File: src/rtl/viterbi_decoder_k3_if.sv
// Symbol-in / decision-out bundle for viterbi_decoder_k3.
// Decision outputs are registered and change only on accepted symbols or flush.
interface viterbi_decoder_k3_if #(
  parameter int PM_W = 4
);
  // sym is taken on the rising edge when sym_valid is high, with no ready signal.
  // flush wins over sym_valid. out_valid is a one-cycle pulse per decided bit.
  logic            sym_valid;
  logic [1:0]      sym;
  logic            flush;
  logic            out_valid;
  logic            out_bit;
  logic [PM_W-1:0] best_metric;

  modport master (
    output sym_valid, sym, flush,
    input  out_valid, out_bit, best_metric
  );

  modport slave (
    input  sym_valid, sym, flush,
    output out_valid, out_bit, best_metric
  );
endinterface

File: src/rtl/viterbi_decoder_k3.sv
// Hard-decision 4-state Viterbi decoder (K=3, p0 = u^u[-1], p1 = u^u[-1]^u[-2]).
// Register-exchange survivors of TB_DEPTH bits; one decision per accepted symbol once filled.
module viterbi_decoder_k3 #(
  parameter int TB_DEPTH = 15,
  parameter int PM_W     = 4
) (
  input logic                 CLK,
  input logic                 RST_N,
  viterbi_decoder_k3_if.slave bus
);

  localparam int              CW        = $clog2(TB_DEPTH + 1);
  localparam logic [CW-1:0]   FILL_LAST = CW'(TB_DEPTH - 1);
  localparam logic [CW-1:0]   FILL_MAX  = CW'(TB_DEPTH);
  localparam logic [PM_W-1:0] PM_MAX    = '1;
  localparam logic [PM_W-1:0] PM_INIT   = (PM_W >= 3) ? PM_W'(4) : PM_MAX;

  // State index is {a, b}: a = previous bit, b = the one before.
  logic [PM_W-1:0]     pm_q     [4];
  logic [TB_DEPTH-1:0] surv_q   [4];
  logic [CW-1:0]       fill_q;

  logic [PM_W-1:0]     cand0    [4];
  logic [PM_W-1:0]     cand1    [4];
  logic [PM_W-1:0]     pm_new   [4];
  logic [TB_DEPTH-1:0] surv_new [4];
  logic [PM_W-1:0]     pm_min;
  logic [1:0]          best;

  function automatic logic [1:0] branch_metric(logic [1:0] rx, logic u, logic a, logic b);
    logic [1:0] diff;
    diff = rx ^ {u ^ a ^ b, u ^ a};
    return {1'b0, diff[0]} + {1'b0, diff[1]};
  endfunction

  function automatic logic [PM_W-1:0] sat_add(logic [PM_W-1:0] x, logic [PM_W-1:0] y);
    logic [PM_W:0] sum;
    sum = {1'b0, x} + {1'b0, y};
    return sum[PM_W] ? PM_MAX : sum[PM_W-1:0];
  endfunction

  // Next state {u, a} chooses between predecessors {a, 0} and {a, 1}; ties keep b = 0.
  always_comb begin
    for (int n = 0; n < 4; n++) begin
      cand0[n] = sat_add(pm_q[{n[0], 1'b0}], PM_W'(branch_metric(bus.sym, n[1], n[0], 1'b0)));
      cand1[n] = sat_add(pm_q[{n[0], 1'b1}], PM_W'(branch_metric(bus.sym, n[1], n[0], 1'b1)));
      if (cand1[n] < cand0[n]) begin
        pm_new[n]   = cand1[n];
        surv_new[n] = {surv_q[{n[0], 1'b1}][TB_DEPTH-2:0], n[1]};
      end else begin
        pm_new[n]   = cand0[n];
        surv_new[n] = {surv_q[{n[0], 1'b0}][TB_DEPTH-2:0], n[1]};
      end
    end
    pm_min = pm_new[0];
    best   = 2'd0;
    for (int n = 1; n < 4; n++) begin
      if (pm_new[n] < pm_min) begin
        pm_min = pm_new[n];
        best   = 2'(n);
      end
    end
  end

  // best_metric accumulates the per-step normalisation offsets, i.e. the winner's
  // un-normalised metric, so it reads 0 on a clean stream and counts corrected errors.
  always_ff @(posedge CLK or negedge RST_N) begin
    if (!RST_N) begin
      for (int s = 0; s < 4; s++) begin
        pm_q[s]   <= (s == 0) ? '0 : PM_INIT;
        surv_q[s] <= '0;
      end
      fill_q          <= '0;
      bus.out_valid   <= 1'b0;
      bus.out_bit     <= 1'b0;
      bus.best_metric <= '0;
    end else if (bus.flush) begin
      for (int s = 0; s < 4; s++) begin
        pm_q[s]   <= (s == 0) ? '0 : PM_INIT;
        surv_q[s] <= '0;
      end
      fill_q          <= '0;
      bus.out_valid   <= 1'b0;
      bus.out_bit     <= 1'b0;
      bus.best_metric <= '0;
    end else if (bus.sym_valid) begin
      for (int s = 0; s < 4; s++) begin
        pm_q[s]   <= pm_new[s] - pm_min;
        surv_q[s] <= surv_new[s];
      end
      if (fill_q != FILL_MAX) fill_q <= fill_q + 1'b1;
      bus.out_valid   <= (fill_q >= FILL_LAST);
      if (fill_q >= FILL_LAST) bus.out_bit <= surv_new[best][TB_DEPTH-1];
      bus.best_metric <= sat_add(bus.best_metric, pm_min);
    end else begin
      bus.out_valid <= 1'b0;
    end
  end

endmodule

File: src/flat_wrapper.sv
// flat-port wrapper written by rule: the top's interface ports become plain ports
module viterbi_decoder_k3_flat 
#(
  parameter int TB_DEPTH = 15,
  parameter int PM_W     = 4
)
  (CLK, RST_N, bus_sym_valid, bus_sym, bus_flush, bus_out_valid, bus_out_bit, bus_best_metric);
  viterbi_decoder_k3_if #(.PM_W(PM_W)) bus_i ();
  input logic CLK;
  input logic RST_N;
  input wire logic [$bits(bus_i.sym_valid)-1:0] bus_sym_valid;
  input wire logic [$bits(bus_i.sym)-1:0] bus_sym;
  input wire logic [$bits(bus_i.flush)-1:0] bus_flush;
  output wire logic [$bits(bus_i.out_valid)-1:0] bus_out_valid;
  output wire logic [$bits(bus_i.out_bit)-1:0] bus_out_bit;
  output wire logic [$bits(bus_i.best_metric)-1:0] bus_best_metric;
  assign bus_i.sym_valid = bus_sym_valid;
  assign bus_i.sym = bus_sym;
  assign bus_i.flush = bus_flush;
  assign bus_out_valid = bus_i.out_valid;
  assign bus_out_bit = bus_i.out_bit;
  assign bus_best_metric = bus_i.best_metric;
  viterbi_decoder_k3 #(.TB_DEPTH(TB_DEPTH), .PM_W(PM_W)) u_core (.CLK(CLK), .RST_N(RST_N), .bus(bus_i));
endmodule
File: config.mk
export PLATFORM = sky130hd
export DESIGN_NAME = viterbi_decoder_k3_flat
export DESIGN_NICKNAME = d
export VERILOG_FILES = /design/src/rtl/viterbi_decoder_k3_if.sv /design/src/rtl/viterbi_decoder_k3.sv /design/src/flat_wrapper.sv
export SDC_FILE = /design/constraint.sdc
export NUM_CORES = 1
export LEC_CHECK = 0
export ABC_AREA = 1
export CAP_MARGIN = 10
export CORE_ASPECT_RATIO = 1.4
export CORE_MARGIN = 3
export CORE_UTILIZATION = 60
export DETAILED_ROUTE_END_ITERATION = 16
export PLACE_DENSITY = 0.81
export SLEW_MARGIN = 20
export SYNTH_ARGS = -nofsm -noshare
export SYNTH_HDL_FRONTEND = slang
export SYNTH_SLANG_ARGS = --single-unit
File: constraint.sdc
create_clock -name CLK -period 9.07 [get_ports CLK]
set_input_delay 0.907 -clock CLK [delete_from_list [all_inputs] [get_ports CLK]]
set_output_delay 0.907 -clock CLK [all_outputs]
set_load 0.02 [all_outputs]
# Word-level counts from Yosys, hierarchy flattened
# Cells that the tools add are included.
# W data, S select, Z words.
[op_classes]
addsub = 18
n_bitwise = 4
n_lt_le_gt_ge = 9
n_mux = 40
reduce_logical = 5
n_eq_ne = 1
[op_table]
columns = ["op", "count"]
rows = [
  ["$mux W59", 2],
  ["$mux W15", 6],
  ["$mux W4", 21],
  ["$add A4 B2 Y5", 8],
  ["$mux W16", 2],
  ["$bmux W15 S2", 1],
  ["$lt A4 B4 Y1", 7],
  ["$sub A4 B4 Y4", 4],
  ["$add A1 B1 Y2", 4],
  ["$mux W1", 6],
  ["$reduce_bool A2 Y1", 3],
  ["$add A4 B4 Y5", 1],
  ["$add A4 B1 Y4 const B", 1],
  ["$ge A4 B4 Y1 const B", 1],
  ["$mux W2", 2],
  ["$ne A4 B4 Y1 const B", 1],
  ["$reduce_and A2 Y1", 2],
  ["$ge A3 B3 Y1 const B", 1],
  ["$not A2 Y3", 1],
  ["$not A1 Y1", 2],
  ["$not A2 Y2", 1],
]
[word_totals]
elab_cells = 89
in_bits = 6
regBits = 82

# Longest topological paths before layout
[depth]
depth_word = 19
depth_mapped = 47
ltp_nobuf = 47

# Worst setup path after synthesis
# No wires, ideal clock.
[synth_path]
path_type = "input -> register"
start = "input bus_sym[0]"
end = "register u_core.bus.best_metric[2]"
path_stages = 40
setup_slack_ns = 2.345
required_time_ns = 8.942
t_arrival_ns = 6.597
path_buffers = 0
cell_sequence = "inv_1 > ha_1 > inv_1 > ha_1 > nand3_1 > nand2_1 > inv_1 > nand2_1 > o21ai_0 > nand2_1 > ha_1 > nor2_1 > nand2_1 > nand2_2 > inv_1 > o21ai_0 > inv_1 > ha_1 > (+4 left out) > o21ai_0 > ha_1 > nand2_1 > nand2_1 > nand2_2 > nand2_4 > o21ai_0 > ha_1 > nand2_1 > nand2_1 > nand2_2 > nand2_4 > o21ai_2 > inv_2 > fa_1 > or2_2 > a21oi_1 > o21ai_0"
[synth_via]
elab_chain_len = 16
elab_cells_between_ends = 40
classes_between = "add/sub: 13; order compare: 7; mux: 18; bitwise: 2"
[synth_rtl]
columns = ["item", "line_no", "text"]
rows = [
  ["start: declaration", "flat_wrapper.sv:12", "input wire logic [$bits(bus_i.sym)-1:0] bus_sym;"],
  ["$not A1 Y1 (no source line) or $not A2 Y2 (tied branches)", "n/a", ""],
  ["$add A1 B1 Y2", "viterbi_decoder_k3.sv:33", "return {1'b0, diff[0]} + {1'b0, diff[1]};"],
  ["$add A4 B2 Y5", "viterbi_decoder_k3.sv:38", "sum = {1'b0, x} + {1'b0, y};"],
  ["$mux W4", "viterbi_decoder_k3.sv:39", "return sum[PM_W] ? PM_MAX : sum[PM_W-1:0];"],
  ["$lt A4 B4 Y1", "viterbi_decoder_k3.sv:47", "if (cand1[n] < cand0[n]) begin"],
  ["$mux W4", "viterbi_decoder_k3.sv:47", ""],
  ["$lt A4 B4 Y1", "viterbi_decoder_k3.sv:58", "if (pm_new[n] < pm_min) begin"],
  ["$mux W4", "viterbi_decoder_k3.sv:58", ""],
  ["$lt A4 B4 Y1", "viterbi_decoder_k3.sv:58", ""],
  ["$mux W4", "viterbi_decoder_k3.sv:58", ""],
  ["$lt A4 B4 Y1", "viterbi_decoder_k3.sv:58", ""],
  ["$mux W4 *", "viterbi_decoder_k3.sv:58", ""],
  ["$add A4 B4 Y5 *", "viterbi_decoder_k3.sv:38", ""],
  ["$mux W4 *", "viterbi_decoder_k3.sv:39", ""],
  ["$mux W4 *", "viterbi_decoder_k3.sv:86", "end else if (bus.sym_valid) begin"],
  ["$mux W4 *", "viterbi_decoder_k3.sv:77", "end else if (bus.flush) begin"],
  ["end signal: assignment", "viterbi_decoder_k3.sv:94", "bus.best_metric <= sat_add(bus.best_metric, pm_min);"],
  ["end: declaration", "viterbi_decoder_k3_if.sv:22", "output out_valid, out_bit, best_metric"],
]
# Every way passes the cells marked *; elsewhere a longest branch is shown, timed or not. The select of a mux whose other input is x is not followed.
# A chain may end at the register's enable or synchronous reset.

# Final worst setup path
# Ends and elaborated chain as after synthesis.

==> flow_metrics.py <==
metrics = {
    "status": {
        "outcome": "complete, no violations",
    },
    "final_layout": {
        "layout-drive-gt1-share": 0.0894,
        "area.sequential_um2": 1910,
        "multiInputGateArea_um2": 3360,
        "nNetsFinal": 839,
        "filler_cell_count": 799,
        "stdcell_count": 879,
        "synthToLayoutAreaGrowth_pct": 7.83,
        "utilization": 0.673,
        "antenna_cells": 0,
    },
    "critical_path": {
        "cp-end-kind": "flop",
        "reg2regPathDepth": 38,
        "rrSetupSlack_ns": 2.18,
        "setup.worst_path.start_class": "input pin",
        "crit_type": "in -> reg",
        "cp_slowest_cell": "clkdlybuf4s50_1",
        "regToRegEndpoint": "u_core.bus.best_metric[2]",
        "crit_arrival_ns": 8.43,
        "crit_fanout": 18,
        "crit_top_cell": "nand2_1",
        "startpoint": "bus_sym[0]",
        "cp_data_required_time_ns": 9.27,
        "regToRegStartpoint": "u_core.pm_q[12]",
        "slowest_delay_ns": 0.57,
    },
    "die": {
        "die-area_um2": 10800,
        "start_util": 0.624,
        "rows": 41,
        "die_x_um": 88.6,
        "io_pins": 12,
        "core_um2": 9180,
        "die_h_um": 122,
    },
    "flow_run": {
        "cap_violations": 0,
    },
    "detailed_routing": {
        "drt-initial-drc-count": 387,
        "dr.pass1.iters": 7,
        "drc": 0,
        "routed_wl_um": 14600,
        "dr_total_vias": 5287,
        "wl_per_cell_um": 16.6,
        "via_per_inst": 6.01,
        "ant_nets": 0,
    },
    "global_route": {
        "grt_remaining_overflow": 0,
        "grtUsageTotal": 0.285,
        "grt_antenna_before_repair": 0,
        "grt_pass1_vias": 5050,
        "grt_pass1_wl_um": 24000,
        "grt_max_degree": 77,
    },
    "sta": {
        "finalSetupTns_ns": 0,
        "rsz0062_at_grt": "no",
        "slew_headroom": 0.356,
        "fmax_ghz": 0.122,
        "tightest_slew_ns": 0.966,
        "hold_viol": 0,
        "report.final.slew_viol_count": 0,
        "finalSetupViolCount": 0,
        "finClkSkew_ns": 0.00869,
        "min_period_over_period": 0.907,
        "period_needed_ns": 8.23,
    },
    "min_path": {
        "hold-path-endpoint": "u_core.fill_q[3]",
        "hold_start": "u_core.fill_q[3]",
        "worstHoldPathCells": 1,
        "hold_path.class": "reg -> reg",
    },
    "place": {
        "dpl.hpwl_um": 10300,
        "gp_congestion": 0.999,
        "dp_cells": 859,
        "port_buffers": 11,
    },
    "cts": {
        "worstSkewPairLatency_ns": 0.34,
        "numCtsBuffers": 9,
        "h-tree-depth": 3,
        "postCtsHoldBufs": 0,
        "cts_sinks": 76,
        "cts_buffer_depth": 2,
        "cts_tree": "built",
        "clock-root-buffer": "clkbuf_16",
        "path_clk_slew_ns": 0.06,
    },
    "yosys": {
        "synthesis.nets": 837,
        "synth_sequential_area_ratio": 0.332,
        "synth_top_cell_by_area": "dfrtp_1",
        "synth_top_area_frac": 0.319,
        "synth_area_leaders": "dfrtp_1 32%, ha_1 13%, o21ai_0 12%",
        "ys.flop_type": "dfrtp_1",
        "yosysWarnings": 0,
        "synth-async-reset-ratio": 1.00,
        "netlist_top_cells_count": "135 x o21ai_0, 123 x nand2_1, 86 x inv_1, 77 x nand3_1, 73 x dfrtp_1",
        "syn_area_per_cell_um2": 7.50,
        "syn_area_um2": 5730,
        "synth_cell_type_count": 40,
        "synthCells": 765,
        "synth_seq_cells": 76,
        "yosysMostFrequentCell": "o21ai_0",
        "synth_edf_count": 0,
    },
}
repair_timing:
action	CTS	global route
setup buffers	0	4
setup endpoints to repair	0	3
gates resized for setup	0	2
hold endpoints to repair	0	0
cell type report:
| cell class | count | area share |
|---|---|---|
| Tap cell | 107 | 0.0217 |
| Sequential cell | 76 | 0.308 |
| Inverter | 93 | 0.0575 |
| Timing Repair Buffer | 19 | 0.0271 |
| Clock buffer | 13 | 0.0389 |
| Multi-Input combinational cell | 568 | 0.544 |
| Clock inverter | 3 | 0.00283 |
through the flow:
stage / cell area (um2) / setup WS, ns / hold WS (ns)
floorplan: 5730 / 2.35 / 0.434
global placement: 5890 / 0.814 / 0.456
detailed placement: 5890 / 0.492 / 0.463
CTS: 6150 / 0.718 / 0.471
global route: 6180 / 0.157 / 0.485
finish: 6180 / 0.842 / 0.475
registers in the layout (all words and copies together) (netlist names):
signal	count
u_core.bus.best_metric	4
u_core.bus.out_bit	1
u_core.bus.out_valid	1
u_core.fill_q	4
u_core.pm_q	16
u_core.surv_q	50
cells by family (layout without fill, tap and decap cells):
| group | after synthesis | in the layout | share of synthesized area |
|---|---|---|---|
| simple gates | 297 | 297 | 0.231 |
| fa+ha+maj | 66 | 66 | 0.151 |
| xor+xnor | 17 | 17 | 0.0260 |
| compound gates | 188 | 188 | 0.178 |
| buf+inv | 121 | 128 | 0.0816 |
| flops | 76 | 76 | 0.332 |
metal layers:
layer,vias up,share of wire,GRT usage
met4,0,0.048,0.141
met2,215,0.51,0.483
li1,2538,-,-
met1,2480,0.40,0.348
met5,-,0,0
met3,54,0.048,0.0406
worst max-delay path by stage:
stage	end	slack (ns)	cells after the start
floorplan	u_core.bus.best_metric[2]	2.35	40
global placement	u_core.bus.best_metric[2]	0.81	42
detailed placement	u_core.bus.best_metric[2]	0.49	42
CTS	u_core.bus.best_metric[2]	0.72	42
global route	u_core.bus.best_metric[3]	0.16	43
finish	u_core.bus.best_metric[2]	0.84	42
critical path, delay by kind of cell:
kind,cells,cell delay [ns]
adders and majority gates,8,2.58
AOI/OAI and AO/OA,7,1.52
and+or+nand+nor,21,2.13
buffers and inverters,6,1.29
placed cells by master (no fill, tap or decap), types with 2 or more instances in the layout:
cell             instances
o21ai_0                134
nand2_1                123
inv_1                   85
nand3_1                 77
dfrtp_1                 73
nor2_1                  64
ha_1                    61
nand2_2                 20
a21oi_1                 18
xnor2_1                 11
o22ai_1                 11
clkdlybuf4s50_1         10
clkbuf_16                9
buf_4                    9
o21ai_1                  6
xor2_1                   6
inv_2                    5
nand2_4                  5
fa_1                     5
o21ai_2                  4
o211ai_1                 4
clkbuf_1                 4
dfstp_2                  3
nor2_2                   2
a21oi_2                  2
o31ai_1                  2
clkinvlp_4               2
clkinv_2                 2
Power is left out: the tool's default activity adds up to more than one toggle a clock period on the data nets, which glitch-free logic cannot reach.
